## src/rtl/alu_muldiv_seq_if.sv

```systemverilog
// Bus between the pipeline / external ALU and the multi-cycle MULTU/DIVU sequencer.
// The sequencer side uses the slave modport; the pipeline/ALU side uses master.
interface alu_muldiv_seq_if #(
    parameter int WIDTH = 32
);
    // Request side (from the EX stage)
    logic             start;
    logic             op;        // 0 = MULTU, 1 = DIVU
    logic [WIDTH-1:0] op_a;
    logic [WIDTH-1:0] op_b;

    // Status and results (to the pipeline)
    logic             busy;
    logic             done;
    logic [WIDTH-1:0] hi;
    logic [WIDTH-1:0] lo;
    logic             dbz;

    // Time-shared external ALU
    logic [WIDTH-1:0] alu_a;
    logic [WIDTH-1:0] alu_b;
    logic [1:0]       alu_sel;   // 00 add, 01 sub, 10 nor, 11 slt
    logic [WIDTH-1:0] alu_out;
    logic             alu_cout;

    modport slave (
        input  start, op, op_a, op_b, alu_out, alu_cout,
        output busy, done, hi, lo, dbz, alu_a, alu_b, alu_sel
    );

    modport master (
        output start, op, op_a, op_b, alu_out, alu_cout,
        input  busy, done, hi, lo, dbz, alu_a, alu_b, alu_sel
    );
endinterface

```

## src/rtl/alu_muldiv_seq.sv

```systemverilog
// Multi-cycle 32x32 unsigned multiply (shift-add) and divide (restoring)
// sequencer. It borrows the EX-stage ALU for one add/sub per cycle and keeps
// the running product / remainder:quotient in the HI/LO registers.
module alu_muldiv_seq #(
    parameter int WIDTH  = 32,
    parameter bit DBZ_EN = 1'b1
) (
    input  logic              clk,
    input  logic              reset,
    alu_muldiv_seq_if.slave   bus
);
    localparam int CNT_W = $clog2(WIDTH);
    localparam logic [CNT_W-1:0] LAST_ITER = CNT_W'(WIDTH - 1);

    localparam logic [1:0] SEL_ADD = 2'b00;
    localparam logic [1:0] SEL_SUB = 2'b01;

    typedef enum logic [1:0] {
        IDLE = 2'b00,
        RUN  = 2'b01,
        DONE = 2'b10
    } state_t;

    state_t           state;
    logic             op_q;       // captured operation: 0 = MULTU, 1 = DIVU
    logic [WIDTH-1:0] hi_q;
    logic [WIDTH-1:0] lo_q;
    logic [WIDTH-1:0] opnd_q;     // multiplicand (MULTU) or divisor (DIVU)
    logic [CNT_W-1:0] cnt_q;
    logic             busy_q;
    logic             done_q;
    logic             dbz_q;

    logic [WIDTH-1:0] alu_a_w;
    logic [WIDTH-1:0] alu_b_w;
    logic [1:0]       alu_sel_w;
    logic [WIDTH-1:0] div_shift;  // partial remainder shifted left by one (low 32 bits)
    logic             div_take;   // divisor fits: subtract and set quotient bit

    // Divider view of the shifted remainder; bit 32 of it lives in hi_q[31].
    always_comb begin
        div_shift = {hi_q[WIDTH-2:0], lo_q[WIDTH-1]};
        div_take  = hi_q[WIDTH-1] | bus.alu_cout;
    end

    // ALU operand steering: only RUN uses the ALU, otherwise drive zeros.
    always_comb begin
        // NOTE: every output gets a default first so no path through this block leaves a latch.
        alu_a_w   = '0;
        alu_b_w   = '0;
        alu_sel_w = SEL_ADD;
        if (state == RUN) begin
            if (op_q) begin
                alu_a_w   = div_shift;
                alu_b_w   = opnd_q;
                alu_sel_w = SEL_SUB;
            end else begin
                alu_a_w   = hi_q;
                alu_b_w   = opnd_q;
                alu_sel_w = SEL_ADD;
            end
        end
    end

    assign bus.alu_a   = alu_a_w;
    assign bus.alu_b   = alu_b_w;
    assign bus.alu_sel = alu_sel_w;

    assign bus.busy = busy_q;
    assign bus.done = done_q;
    assign bus.hi   = hi_q;
    assign bus.lo   = lo_q;
    assign bus.dbz  = dbz_q;

    // Control FSM plus HI/LO datapath; all status outputs are registered here.
    always_ff @(posedge clk or posedge reset) begin
        // NOTE: sequential state uses non-blocking assignments so every register samples pre-edge values.
        if (reset) begin
            state  <= IDLE;
            op_q   <= 1'b0;
            hi_q   <= '0;
            lo_q   <= '0;
            opnd_q <= '0;
            cnt_q  <= '0;
            busy_q <= 1'b0;
            done_q <= 1'b0;
            dbz_q  <= 1'b0;
        end else begin
            case (state)
                IDLE: begin
                    done_q <= 1'b0;
                    if (bus.start) begin
                        op_q   <= bus.op;
                        hi_q   <= '0;
                        cnt_q  <= '0;
                        busy_q <= 1'b1;
                        state  <= RUN;
                        if (bus.op) begin
                            lo_q   <= bus.op_a;
                            opnd_q <= bus.op_b;
                        end else begin
                            lo_q   <= bus.op_b;
                            opnd_q <= bus.op_a;
                        end
                        // Divide by zero needs no special datapath; only the flag is raised.
                        dbz_q <= DBZ_EN && bus.op && (bus.op_b == '0);
                    end
                end

                RUN: begin
                    if (op_q) begin
                        // Restoring divide: subtract when the divisor fits the 33-bit remainder.
                        if (div_take) begin
                            hi_q <= bus.alu_out;
                            lo_q <= {lo_q[WIDTH-2:0], 1'b1};
                        end else begin
                            hi_q <= div_shift;
                            lo_q <= {lo_q[WIDTH-2:0], 1'b0};
                        end
                    end else begin
                        // Shift-add multiply: the adder carry becomes the new hi[31].
                        if (lo_q[0]) begin
                            {hi_q, lo_q} <= {bus.alu_cout, bus.alu_out, lo_q[WIDTH-1:1]};
                        end else begin
                            {hi_q, lo_q} <= {1'b0, hi_q, lo_q[WIDTH-1:1]};
                        end
                    end
                    cnt_q <= cnt_q + 1'b1;
                    if (cnt_q == LAST_ITER) begin
                        state  <= DONE;
                        done_q <= 1'b1;
                    end
                end

                DONE: begin
                    // start is ignored here; the pipeline must re-issue from IDLE.
                    done_q <= 1'b0;
                    busy_q <= 1'b0;
                    state  <= IDLE;
                end

                default: begin
                    state  <= IDLE;
                    busy_q <= 1'b0;
                    done_q <= 1'b0;
                end
            endcase
        end
    end
endmodule

```

## src/flat_wrapper.sv

```systemverilog
// flat-port wrapper written by rule: the top's interface ports become plain ports
module alu_muldiv_seq_flat 
#(
    parameter int WIDTH  = 32,
    parameter bit DBZ_EN = 1'b1
)
  (clk, reset, bus_start, bus_op, bus_op_a, bus_op_b, bus_alu_out, bus_alu_cout, bus_busy, bus_done, bus_hi, bus_lo, bus_dbz, bus_alu_a, bus_alu_b, bus_alu_sel);
  alu_muldiv_seq_if #(.WIDTH(WIDTH)) bus_i ();
  input  logic clk;
  input  logic reset;
  input wire logic [$bits(bus_i.start)-1:0] bus_start;
  input wire logic [$bits(bus_i.op)-1:0] bus_op;
  input wire logic [$bits(bus_i.op_a)-1:0] bus_op_a;
  input wire logic [$bits(bus_i.op_b)-1:0] bus_op_b;
  input wire logic [$bits(bus_i.alu_out)-1:0] bus_alu_out;
  input wire logic [$bits(bus_i.alu_cout)-1:0] bus_alu_cout;
  output wire logic [$bits(bus_i.busy)-1:0] bus_busy;
  output wire logic [$bits(bus_i.done)-1:0] bus_done;
  output wire logic [$bits(bus_i.hi)-1:0] bus_hi;
  output wire logic [$bits(bus_i.lo)-1:0] bus_lo;
  output wire logic [$bits(bus_i.dbz)-1:0] bus_dbz;
  output wire logic [$bits(bus_i.alu_a)-1:0] bus_alu_a;
  output wire logic [$bits(bus_i.alu_b)-1:0] bus_alu_b;
  output wire logic [$bits(bus_i.alu_sel)-1:0] bus_alu_sel;
  assign bus_i.start = bus_start;
  assign bus_i.op = bus_op;
  assign bus_i.op_a = bus_op_a;
  assign bus_i.op_b = bus_op_b;
  assign bus_i.alu_out = bus_alu_out;
  assign bus_i.alu_cout = bus_alu_cout;
  assign bus_busy = bus_i.busy;
  assign bus_done = bus_i.done;
  assign bus_hi = bus_i.hi;
  assign bus_lo = bus_i.lo;
  assign bus_dbz = bus_i.dbz;
  assign bus_alu_a = bus_i.alu_a;
  assign bus_alu_b = bus_i.alu_b;
  assign bus_alu_sel = bus_i.alu_sel;
  alu_muldiv_seq #(.WIDTH(WIDTH), .DBZ_EN(DBZ_EN)) u_core (.clk(clk), .reset(reset), .bus(bus_i));
endmodule
```

## config.mk

```make
export PLATFORM = sky130hd
export DESIGN_NAME = alu_muldiv_seq_flat
export DESIGN_NICKNAME = d
export VERILOG_FILES = /design/src/rtl/alu_muldiv_seq_if.sv /design/src/rtl/alu_muldiv_seq.sv /design/src/flat_wrapper.sv
export SDC_FILE = /design/constraint.sdc
export NUM_CORES = 1
export LEC_CHECK = 0
export ABC_AREA = 1
export CAP_MARGIN = 5
export CORE_MARGIN = 2
export CORE_UTILIZATION = 51
export DETAILED_ROUTE_END_ITERATION = 10
export PLACE_DENSITY = 0.87
export SLEW_MARGIN = 20
export SYNTH_ARGS = -nofsm -noshare
export SYNTH_HDL_FRONTEND = slang
export SYNTH_SLANG_ARGS = --single-unit
```

## constraint.sdc

```tcl
create_clock -name clk -period 5.6 [get_ports clk]
set_input_delay 1.12 -clock clk [delete_from_list [all_inputs] [get_ports clk]]
set_output_delay 1.12 -clock clk [all_outputs]
set_load 0.02 [all_outputs]
```

==> results of run 1 <==
==> cells in the final DEF, fill, tap and decap left out, drive strengths merged <==
cell type / count
a21oi: 45
a22o: 1
a31oi: 1
buf: 10
bufinv: 3
clkbuf: 9
clkdlybuf4s50: 231
clkinv: 5
conb: 1
dfrtp: 107
ha: 2
inv: 139
nand2: 345
nand3: 57
nor2: 141
o211ai: 52
o21ai: 155
o21bai: 2
==> tightest hold or removal path, cell delays in order, from the launching register on <==
cell	delay, ns
dfrtp_1	0.36
nand2_1	0.06
nand2_1	0.05
==> how the worst min path moves through the flow <==
stage | to | startpoint | depth (start not counted)
after floorplan | u_core.cnt_q[0] | u_core.cnt_q[0] | 1
after global placement | u_core.bus.busy | u_core.bus.busy | 2
after detailed placement | u_core.bus.busy | u_core.bus.busy | 2
after CTS | u_core.bus.busy | u_core.bus.busy | 2
after global routing | u_core.bus.busy | u_core.bus.busy | 2
final | u_core.bus.busy | u_core.bus.busy | 2
==> metrics by stage <==
stage	worst slack, ns	cells
4_1_cts	1.70	1486
3_3_place_gp	2.16	1471
2_1_floorplan	1.66	1130
3_5_place_dp	2.10	1471
6_report	1.65	1486
5_1_grt	1.53	1486
==> Yosys cell counts, drive strengths merged, types with 2 or more instances <==
library cell / count / share of area (%)
ha: 2 / 0.35
o21bai: 2 / 0.21
nand2: 345 / 18
o21ai: 155 / 11
inv: 141 / 7.4
buf: 61 / 4.7
nor2: 141 / 7.4
o211ai: 52 / 5.4
nand3: 57 / 4.0
a21oi: 45 / 3.1
clkbuf: 19 / 1.0
dfrtp: 107 / 37
==> layout make-up <==
cell class | instances | area (um^2)
Clock buffer | 9 | 225
Sequential cell | 107 | 2680
Clock inverter | 6 | 105
Tap cell | 180 | 225
Fill cell | 1176 | 4100
Timing Repair Buffer | 241 | 2380
Inverter | 141 | 533
Multi-Input combinational cell | 802 | 3580
==> state kept, by name (all words and copies together), names as in the netlist <==
signal,count
u_core.bus.hi,32
u_core.bus.lo,32
u_core.opnd_q,32
u_core.cnt_q,5
u_core.state,2
u_core.bus.busy,1
u_core.bus.dbz,1
u_core.bus.done,1
u_core.op_q,1
==> metal layers <==
layer | part of all wire, % | up-vias | GRT usage [%]
met3 | 6.2 | 60 | 4.79
met1 | 43 | 3696 | 39.3
met4 | 3.7 | 0 | 12.2
li1 | - | 3903 | -
met5 | 0 | - | 0
met2 | 48 | 367 | 47.8
==> power by group <==
group | internal [mW] | leakage (nW) | switching (mW) | total (mW)
clock | 0.433 | 0.165 | 0.302 | 0.734
combinational | 1.61 | 3.24 | 2.23 | 3.85
sequential | 1.17 | 1.29 | 0.374 | 1.54
==> cells by family after synthesis <==
kind of cell,count (synthesis)
and+or+nand+nor,543
AOI/OAI and AO/OA,256
buffers and inverters,221
DFF,107
adders and majority gates,2
other,1
==> reports/metrics.cfg, run 1 <==
[timing]
fmax_mhz=253
fin_skew_ns=0.00842
hold_viol_final=0
rsz0062_at_grt=false
whs_ns=0.496
fin_tns_setup_ns=0
period_needed_ns=3.95
max_slew_margin_pct=30.3
post-route-period-util_pct=70.6
drv_slew=0
finalSetupViolCount=0
tightest_slew_ns=1.05

[power]
vdd_ir_drop_max_uv=578
power_density_nw_per_um2=629
p_leak_nw=4.70
power_mw=6.12

[die]
ios=234
die_y_um=123
die_x_um=123
rows=43
initial_core_util_pct=51.9
die_area_um2=15000
core_area_um2=13800

[run]
maxCapViolCount=0

[clocking]
clk_latency_ns=0.37
hold_buffers=0
numCtsBuffers=9
h-tree-depth=3
cts_resized=0
clock-sinks=107
cts_buffer_depth=2
root_buffer=clkbuf_16
cts_tree=yes
cts_setup_buffers=0
path_clk_slew_ns=0.07

[routing]
via_count=8026
antenna_left=0
drtIter0Drc=862
vias_per_cell=5.40
drcViolationCount=0
wl_per_cell_um=14.9
routed_wl_um=22200
drtPass1Iterations=7

[cells_and_area]
layout.nets=1405
fin_area_um2=9730
antenna_cells=0
drive_gt1_share_pct=2.83
syn_to_final_growth_pct=35.5
final_util_pct=70.4

[synth]
async_reset_ff_share_pct=100
synthMuxAreaShare_pct=0
ys.flop_type=dfrtp_1
synth_edf_count=0
synth_top_family_by_area=simple AND/OR/NAND/NOR gates
ys_seq_area_share_pct=37.3
synth_nets=1233
synth-compound-area-share_pct=19.8
synth.avg_cell_area_um2=6.36
synth-xor-area-share_pct=0
yosys.area_share.adder_pct=0.348
yosys_warnings=0
synth-simple-area-share_pct=29.4
yosysUniqueCellTypes=21
syn_area_um2=7180
yosys_register_bits=107
synthCells=1130

[global_routing]
track_usage_pct=29.5
first_global_vias=7299
grt_remaining_overflow=0
grt_pass1_wl_um=35300
antenna_found_initial=0
grt_max_degree=83

[critical_path]
reg2regPathDepth=9
crit_top_cell=nor2_1
crit_arrival_ns=2.83
r2r_end=u_core.bus.lo[30]
required_ns=4.48
path_max_fanout=82
critPathTopFamily=buffers and inverters
rr_startpoint=u_core.state[1]
crit_type=flop to primary output
cp_num_buf_inv=2
end_kind=primary output
r2r_slack_ns=2.90
cp_slowest_stage_delay_ns=0.96
cp.depth=5
cp_slowest_cell=dfrtp_4
cp_cell_sequence=buf_4 -> nor2_1 -> a21oi_1 -> nor2_1 -> clkdlybuf4s50_1
crit_path_start=u_core.op_q
crit_end=bus_alu_a[7]
crit_path_start_kind=flop

[placed_design]
port_buffers=232
place_area_um2=9400
gp_congestion=0.966
dp_hpwl_um=14900

[hold_path]
worst_hold_path_type=flop to flop

[run_status]
status=complete, no violations

(Power assumes the default switching activity.)
==> inputs of run 2 (changes only) <==
--- a/config.mk
+++ b/config.mk
@@ -8,9 +8,9 @@
 export ABC_AREA = 1
 export CAP_MARGIN = 5
 export CORE_MARGIN = 2
-export CORE_UTILIZATION = 51
+export CORE_UTILIZATION = 43
 export DETAILED_ROUTE_END_ITERATION = 10
-export PLACE_DENSITY = 0.87
+export PLACE_DENSITY = 0.78
 export SLEW_MARGIN = 20
 export SYNTH_ARGS = -nofsm -noshare
 export SYNTH_HDL_FRONTEND = slang
==> constraint.sdc (replaced) <==
create_clock -name clk -period 3.6 [get_ports clk]
set_input_delay 0.72 -clock clk [delete_from_list [all_inputs] [get_ports clk]]
set_output_delay 0.72 -clock clk [all_outputs]
set_load 0.02 [all_outputs]
==> run 2 against run 1 <==
Clock skew fell by 0.0012 ns. Via count fell by 0.74%. Die area rose by 18%. Sequential power rose by 53%. Wire length rose by 3.4%. Critical endpoint is now bus_alu_a[10]. Largest power group unchanged.
==> reports/metrics.cfg, run 2 (synthesized netlist as in run 1, its figures left out) <==
[run_status]
status=complete, no violations

[placed_design]
dp_slack_ns=0.871
place_inst=1522
dp_hpwl_um=15900
place_area_um2=9570
gp_congestion=0.895
port_buffers=232

[timing]
fin_tns_setup_ns=0
max_slew_margin_pct=28.4
period_needed_ns=3.08
hold_viol_final=0
whs_ns=0.497
rsz0062_at_grt=false
tightest_slew_ns=1.07
fmax_mhz=324
finalSetupViolCount=0
fin_skew_ns=0.00717
post-route-period-util_pct=85.7
setup_ws_ns=0.516
drv_slew=0

[global_routing]
grt_max_degree=69
track_usage_pct=25.7
antenna_found_initial=0
grt_remaining_overflow=0
grt_pass1_wl_um=37200
first_global_vias=7479

[clocking]
h-tree-depth=3
clock-sinks=107
cts_tree=yes
clk_latency_ns=0.35
path_clk_slew_ns=0.07
hold_buffers=0
cts_setup_buffers=0
numCtsBuffers=9
cts_resized=0
root_buffer=clkbuf_16
cts_buffer_depth=2

[hold_path]
whs_path_depth=2
worst_hold_path_type=flop to flop

[die]
ios=234
core_area_um2=16500
initial_core_util_pct=43.6
die_x_um=133
die_y_um=133
die_area_um2=17800
rows=47

[cells_and_area]
fin_area_um2=9910
layout.nets=1416
drive_gt1_share_pct=3.64
antenna_cells=0
final_common_cell=nand2_1
syn_to_final_growth_pct=38.0
final_util_pct=60.2
fin_cells=1538
final_cell_mix=nand2_1 (343), clkdlybuf4s50_1 (231), nor2_1 (139)

[critical_path]
end_kind=primary output
required_ns=2.88
crit_type=flop to primary output
reg2regPathDepth=8
path_max_fanout=48
crit_path_start_kind=flop
crit_arrival_ns=2.36

[routing]
routed_wl_um=22900
drtPass1Iterations=5
antenna_left=0
route.met3.wl_um=1350
drtIter0Drc=550
highest_layer=met4
vias_per_cell=5.18
drt-met1-wl_um=9930
wl_met2_um=11000
wl_per_cell_um=14.9
via_count=7967
drcViolationCount=0

[power]
p_leak_nw=4.76
power_mw=9.62
vdd_ir_drop_max_uv=769
power_density_nw_per_um2=971

[run]
maxCapViolCount=0

## run 2: cell count changes in the layout (fill, tap and decap cells not counted)
cell | before | now
clkinv_2 | 4 | 2
clkinv_4 | 0 | 1
clkinvlp_4 | 0 | 1
buf_4 | 9 | 17
nand2_2 | 2 | 1
buf_12 | 0 | 3
inv_2 | 4 | 5
nand2_1 | 342 | 343
## run 2: power by group
part | switching (mW) | total [mW] | internal, mW
logic | 3.54 | 6.11 | 2.57
registers | 0.544 | 2.36 | 1.82
clock network | 0.463 | 1.14 | 0.679
## run 2: path summary, 6_finish.rpt
kind / startpoint / end / slack (ns)
min in group asynchronous: reset / u_core.opnd_q[19] / 0.87
worst max-delay path: u_core.op_q / bus_alu_a[10] / 0.52
worst min-delay path: u_core.bus.busy / u_core.bus.busy / 0.50
worst min register to register: u_core.bus.busy / u_core.bus.busy / 0.50
max in group asynchronous: reset / u_core.cnt_q[3] / 1.93
worst max register to register: u_core.state[1] / u_core.bus.lo[14] / 1.44
## run 2: cell type report
cell class	count	area (um^2)
multi-input cells	802	3570
clock buffers	9	225
repair buffers	252	2500
flip-flops and latches	107	2680
clock inverters	7	116
fillers	1538	6560
well taps	220	275
inverters	141	532
## run 2: worst max-delay path: stages, from the launching register on
cell,delay [ns]
dfrtp_4,0.76
buf_4,0.39
nor2_1,0.11
a21oi_1,0.14
nor2_1,0.05
clkdlybuf4s50_1,0.56
## run 2: metal layers
metal,up-vias,global-route usage (%)
met5,-,0
met4,0,10.1
met3,40,4.34
met2,307,41.7
met1,3679,34.3
li1,3941,-
